`src/rtl/score_keeper.sv`:
```
// score_keeper: single-player scorer with synchronised hit/miss inputs, saturating
// score, round FSM, high-score tracking and registered packed-BCD outputs.
module score_keeper #(
  parameter int DIGITS      = 2,
  parameter int MAX_SCORE   = 99,
  parameter int HIT_PTS     = 1,
  parameter int MISS_PTS    = 1,
  parameter int SYNC_STAGES = 2
) (
  input  logic                clk,
  input  logic                rst,
  input  logic                GameOver,
  input  logic                restart,
  input  logic                answer,
  input  logic                miss,
  output logic [4*DIGITS-1:0] score_bcd,
  output logic [4*DIGITS-1:0] high_bcd,
  output logic                at_max,
  output logic                new_high,
  output logic                running
);

  localparam int SW = $clog2(MAX_SCORE + 1);
  localparam logic [SW:0] MAX_W  = MAX_SCORE[SW:0];
  localparam logic [SW:0] HIT_W  = HIT_PTS[SW:0];
  localparam logic [SW:0] MISS_W = MISS_PTS[SW:0];

  typedef enum logic {
    ST_RUN  = 1'b0,
    ST_OVER = 1'b1
  } state_e;

  function automatic logic [4*DIGITS-1:0] bin2bcd(input logic [SW-1:0] bin);
    logic [4*DIGITS-1:0] bcd;
    bcd = '0;
    for (int i = SW - 1; i >= 0; i--) begin
      for (int d = 0; d < DIGITS; d++) begin
        bcd[4*d +: 4] = (bcd[4*d +: 4] >= 4'd5) ? bcd[4*d +: 4] + 4'd3 : bcd[4*d +: 4];
      end
      bcd = {bcd[4*DIGITS-2:0], bin[i]};
    end
    return bcd;
  endfunction

  logic [SYNC_STAGES-1:0] ans_sync_q;
  logic [SYNC_STAGES-1:0] miss_sync_q;
  logic [SYNC_STAGES-1:0] flush_q;
  logic                   ans_hist_q;
  logic                   miss_hist_q;
  logic                   ans_lvl_s;
  logic                   miss_lvl_s;
  logic                   sync_ok_s;
  logic                   hit_p_s;
  logic                   miss_p_s;

  state_e                 state_q;
  state_e                 state_d;
  logic [SW-1:0]          score_q;
  logic [SW-1:0]          score_d;
  logic [SW-1:0]          high_q;
  logic [SW-1:0]          high_d;
  logic                   new_high_q;
  logic                   new_high_d;
  logic [SW:0]            sum_s;

  logic [4*DIGITS-1:0]    score_bcd_q;
  logic [4*DIGITS-1:0]    high_bcd_q;
  logic                   at_max_q;

  assign ans_lvl_s  = ans_sync_q[SYNC_STAGES-1];
  assign miss_lvl_s = miss_sync_q[SYNC_STAGES-1];
  assign sync_ok_s  = flush_q[SYNC_STAGES-1];
  assign hit_p_s    = sync_ok_s & ans_lvl_s & ~ans_hist_q;
  assign miss_p_s   = sync_ok_s & miss_lvl_s & ~miss_hist_q;
  assign sum_s      = {1'b0, score_q} + HIT_W;

  // Synchronisers and edge history; history holds its reset value of 1 until the
  // pipeline has flushed its reset zeros, so a line held high through reset is not an event.
  always_ff @(posedge clk or negedge rst) begin
    if (!rst) begin
      ans_sync_q  <= '0;
      miss_sync_q <= '0;
      flush_q     <= '0;
      ans_hist_q  <= 1'b1;
      miss_hist_q <= 1'b1;
    end else begin
      ans_sync_q  <= {ans_sync_q[SYNC_STAGES-2:0], answer};
      miss_sync_q <= {miss_sync_q[SYNC_STAGES-2:0], miss};
      flush_q     <= {flush_q[SYNC_STAGES-2:0], 1'b1};
      if (sync_ok_s) begin
        ans_hist_q  <= ans_lvl_s;
        miss_hist_q <= miss_lvl_s;
      end
    end
  end

  // Round FSM, scoring and high-score capture.
  always_comb begin
    state_d    = state_q;
    score_d    = score_q;
    high_d     = high_q;
    new_high_d = new_high_q;
    case (state_q)
      ST_RUN: begin
        if (GameOver) begin
          state_d = ST_OVER;
          if (score_q > high_q) begin
            high_d     = score_q;
            new_high_d = 1'b1;
          end else begin
            high_d = high_q;
          end
        end else if (restart) begin
          score_d = '0;
        end else if (hit_p_s && !miss_p_s) begin
          score_d = (sum_s > MAX_W) ? MAX_W[SW-1:0] : sum_s[SW-1:0];
        end else if (miss_p_s && !hit_p_s) begin
          score_d = ({1'b0, score_q} >= MISS_W) ? score_q - MISS_W[SW-1:0] : '0;
        end else begin
          score_d = score_q;
        end
      end
      ST_OVER: begin
        if (restart && !GameOver) begin
          state_d    = ST_RUN;
          score_d    = '0;
          new_high_d = 1'b0;
        end else begin
          state_d = ST_OVER;
        end
      end
      default: begin
        state_d = ST_RUN;
      end
    endcase
  end

  always_ff @(posedge clk or negedge rst) begin
    if (!rst) begin
      state_q    <= ST_RUN;
      score_q    <= '0;
      high_q     <= '0;
      new_high_q <= 1'b0;
    end else begin
      state_q    <= state_d;
      score_q    <= score_d;
      high_q     <= high_d;
      new_high_q <= new_high_d;
    end
  end

  // Display registers trail the binary score/high by one cycle.
  always_ff @(posedge clk or negedge rst) begin
    if (!rst) begin
      score_bcd_q <= '0;
      high_bcd_q  <= '0;
      at_max_q    <= 1'b0;
    end else begin
      score_bcd_q <= bin2bcd(score_q);
      high_bcd_q  <= bin2bcd(high_q);
      at_max_q    <= (score_q == MAX_W[SW-1:0]);
    end
  end

  assign score_bcd = score_bcd_q;
  assign high_bcd  = high_bcd_q;
  assign at_max    = at_max_q;
  assign new_high  = new_high_q;
  assign running   = (state_q == ST_RUN);

endmodule

```
`config.mk`:
```
export PLATFORM = sky130hd
export DESIGN_NAME = score_keeper
export DESIGN_NICKNAME = d
export VERILOG_FILES = /design/src/rtl/score_keeper.sv
export SDC_FILE = /design/constraint.sdc
export NUM_CORES = 1
export LEC_CHECK = 0
export CAP_MARGIN = 0
export CORE_ASPECT_RATIO = 1.4
export CORE_MARGIN = 8
export CORE_UTILIZATION = 50
export CTS_CLUSTER_DIAMETER = 120
export DETAILED_ROUTE_END_ITERATION = 10
export HOLD_SLACK_MARGIN = 0.05
export PLACE_DENSITY_LB_ADDON = 0.08
export SLEW_MARGIN = 25
export SYNTH_ARGS = -nofsm -noshare
export SYNTH_HDL_FRONTEND = slang
export SYNTH_SLANG_ARGS = --single-unit
export TNS_END_PERCENT = 5
```
`constraint.sdc`:
```
create_clock -name clk -period 5.4 [get_ports clk]
set_input_delay 0.54 -clock clk [delete_from_list [all_inputs] [get_ports clk]]
set_output_delay 0.54 -clock clk [all_outputs]
set_load 0.01 [all_outputs]
```
==> results.md <==
- Critical Path Fanout Max: 17
- Post-synth EDFFs: 0
- Vias per cell: 6.12
- Share of cells above drive strength 1: 5.97%
- Arr. time, crit path: 4.50 ns
- Synth Flop Type: dfrtp_1
- Critical Path End Type: flop
- Initial DRC count: 92
- Slack of the worst reg-to-reg path: around 1.1 ns
- CP bufs+invs: 2
- Endpoints failing setup: 0
- Critical path data required time: 5.57 ns
- Worst-case clock buffer depth: 2
- Die Y: 112 um
- First-pass GRT wire length: 13,000 um
- Seq cells post-synth: 41
- Post-CTS setup buffers: 0
- H-Tree Depth: 2
- Most used cell, CP: ha_1
- Diode count: 0
- Min-Delay Path Class: input pin to asynchronous set/reset pin
- Cts hold-fix bufs: 0
- Max Cap Viol: 0
- Skew final: roughly 0.010 ns
- Routability-driven placement congestion ratio: 0.838
- Status: complete, no violations
- VDD IR max: 189 uV
- DRC viols: 0
- Avg Cell Area, Syn: 8.43 um2
- Post-synthesis sequential area ratio: a little under a third
- Max Slew Vio Count: 0
- CTS tree: done
- Final min period: 4.33 ns
- Global route overflow: 0
- Non-Filler Instances: between 400 and 500
- PwrDens: 280 nW/um2
- Asr flop ratio synth: 100%
- Clock sinks: just over 40
- Min Hold Slack: approximately 0.20 ns
- Critical path startpoint category: flop
- CTS clk-pin slew, worst paths: 0.09 ns
- Setup TNS: 0 ns
- Rows: 35
- Num CTS Buffers: 5
- Io pins: 25
- RSZ-0062 raised after global routing: no
- Slew margin rel.: 54.0%
- Critical path cell sequence: inv_1 -> ha_1 -> o21ai_0 -> xnor2_1 -> ha_1 -> nand2b_1 -> a32oi_4 -> xnor2_1 -> inv_1 -> ha_1 -> nand2b_1 -> nand2_1 -> o21ai_0 -> ha_1 -> nor2b_1 -> nand2b_1 -> xnor2_1
- DR pass1 iterations: 4
- Critical path depth: 17
- Starting density of the core: 51.0%
- Post-DP Area: 3530 um2
- Slowest stage delay, CP: 0.66 ns
- Worst reg2reg startpoint: score_q[5]
- Worst-Margin Slew: 0.673 ns
- Hpwl dp: 5520 um
- Commonest non-fill, non-tap cells in the layout: 39 x dfrtp_1, 33 x nor2_1, 31 x o21ai_0
- Critical path endpoint: score_bcd[5]
- DIE AREA: 9510 um2
- Slowest-stage cell, CP: dfrtp_1
- Family with the most delay on the worst path: adder cells
- Vias in the first global route: 2,884
- Cell count after synthesis: 392
- Crit Path Class: flop to flop
- Largest net degree at the start of global routing: 42
- Capture point of the worst reg-to-reg path: score_bcd[5]
- Clk_lat worst skew: about 0.30 ns
- Wire per inst: 15.2 um
- Hold Vio Cnt, Final: 0
- Drt total wl: 7250 um
- Netlist Area Pre-Place: 3310 um2
- Area grow syn2layout: 10.4%
- Port bufs: 24
- Post-Syn Nets: ~430
- R2R depth: 17
- Routed Antenna Nets: 0
- Ys Warns: 0
- Resize count post-CTS: 0
- Most common cell after layout, fill and taps aside: dfrtp_1
- Root Driver: clkbuf_8
- Antenna violations before repair: 0
- Vias post-DR: approximately 2,900
- Nets: 437
- All-Layer GR Usage: approximately 16%
- Die width: 84.7 um
- Leak Pwr: 1.59 nW
- Synth cell types: 67
- Final non-filler cell area: 3650 um2
- Placed cells: roughly 470
- Core Region: between 6000 and 7000 um2
- Power Total: around 1.0 mW
- Fmax: 231 MHz
- Crit share post-route: between 80% and 90%
- CP Launch Point: score_q[5]
## report_power, final
| group | total [mW] | internal, mW | switching (mW) |
|---|---|---|---|
| logic | 0.391 | 0.169 | 0.222 |
| clock network | 0.251 | 0.138 | 0.113 |
| registers | 0.379 | 0.332 | 0.0471 |
| total | 1.02 | 0.639 | 0.382 |
## synth_stat cells, types with 2 or more instances
cell type / n / share of area, %
nand3_1: 19 / 2.9
or4_1: 7 / 1.6
nor2b_1: 5 / 0.95
clkbuf_1: 18 / 2.0
ha_1: 30 / 11
a22oi_1: 5 / 1.1
o2111ai_1: 7 / 1.9
inv_1: 24 / 2.7
o31ai_1: 2 / 0.45
o211ai_1: 5 / 1.1
mux2i_1: 4 / 1.2
buf_2: 2 / 0.30
o21ai_0: 31 / 4.7
dfrtp_1: 39 / 30
a311oi_1: 6 / 1.6
dfstp_2: 2 / 1.6
nand2b_1: 8 / 1.5
a21oi_1: 17 / 2.6
xnor2_1: 9 / 2.4
mux2_2: 2 / 0.68
and3_1: 5 / 0.95
xor2_1: 2 / 0.53
nand4_1: 4 / 0.76
o21bai_1: 3 / 0.68
buf_6: 2 / 0.68
a32o_1: 2 / 0.61
nor2_1: 33 / 3.7
o21ai_1: 2 / 0.30
and2_1: 3 / 0.57
a21o_1: 4 / 0.91
or2_2: 3 / 0.57
nand2_1: 23 / 2.6
o311a_1: 2 / 0.61
a32oi_1: 4 / 1.1
nor3_1: 16 / 2.4
o21a_1: 6 / 1.4
a31oi_1: 6 / 1.1
## per-stage QoR
step / worst slack (ns) / util, %
after floorplan: 1.57 / -
after global placement: 1.18 / 54.5
after detailed placement: 1.07 / 54.5
after CTS: 1.06 / 56.3
after global routing: 0.526 / 56.3
final: 1.07 / 56.3
## logic make-up (layout without fill, tap and decap cells)
kind of cell               Yosys count  count (layout)  synth area share (%)
DFF                                 41              41                  31.1
muxes                                7               7                  2.31
other                                1               1                 0.113
and+or+nand+nor                    136             136                  20.9
buffers and inverters               48              58                  5.98
adders and majority gates           30              30                  11.4
xor gates and xnor gates            11              11                  2.91
AOI/OAI and AO/OA                  118             118                  25.3
## cell type report
| class | instances | area (um2) |
|---|---|---|
| clock inverters | 3 | 46.3 |
| fillers | 638 | 2830 |
| well taps | 74 | 92.6 |
| flip-flops and latches | 41 | 1030 |
| repair buffers | 24 | 238 |
| inverters | 26 | 97.6 |
| clock buffers | 5 | 68.8 |
| multi-input cells | 303 | 2080 |
## metal layers
| layer | track usage (%) | share of wire (%) | up-vias |
|---|---|---|---|
| met1 | 16.6 | 39 | 1400 |
| met4 | 8.35 | 3.3 | 0 |
| met5 | 0 | 0 | - |
| met2 | 31.0 | 55 | 48 |
| li1 | - | - | 1450 |
| met3 | 2.19 | 2.0 | 16 |
## sequential cells by signal (all words and copies together), names as in the netlist
| name | flops |
|---|---|
| ans_hist_q | 1 |
| ans_sync_q | 2 |
| at_max | 1 |
| flush_q | 2 |
| high_bcd | 8 |
| high_q | 7 |
| miss_hist_q | 1 |
| miss_sync_q | 2 |
| new_high | 1 |
| score_bcd | 8 |
| score_q | 7 |
| state_q | 1 |
## worst register-to-register path, cell delays in order, from the launching register on
cell      delay [ns]
dfrtp_1         0.66
inv_1           0.17
ha_1            0.28
o21ai_0         0.22
xnor2_1         0.27
ha_1            0.30
nand2b_1        0.12
a32oi_4         0.28
xnor2_1         0.22
inv_1           0.10
ha_1            0.26
nand2b_1        0.20
nand2_1         0.07
o21ai_0         0.44
ha_1            0.28
nor2b_1         0.06
nand2b_1        0.15
xnor2_1         0.13
## worst min-delay path by stage
stage | cells past startpoint | startpoint | end
2_1_floorplan | 0 | rst | ans_sync_q[0]
3_3_place_gp | 0 | flush_q[0] | flush_q[1]
3_5_place_dp | 0 | ans_sync_q[0] | ans_sync_q[1]
4_1_cts | 0 | ans_sync_q[0] | ans_sync_q[1]
5_1_grt | 1 | rst | high_bcd[6]
6_report | 1 | rst | high_bcd[6]
Note: power is estimated with default switching activity, not from simulation.
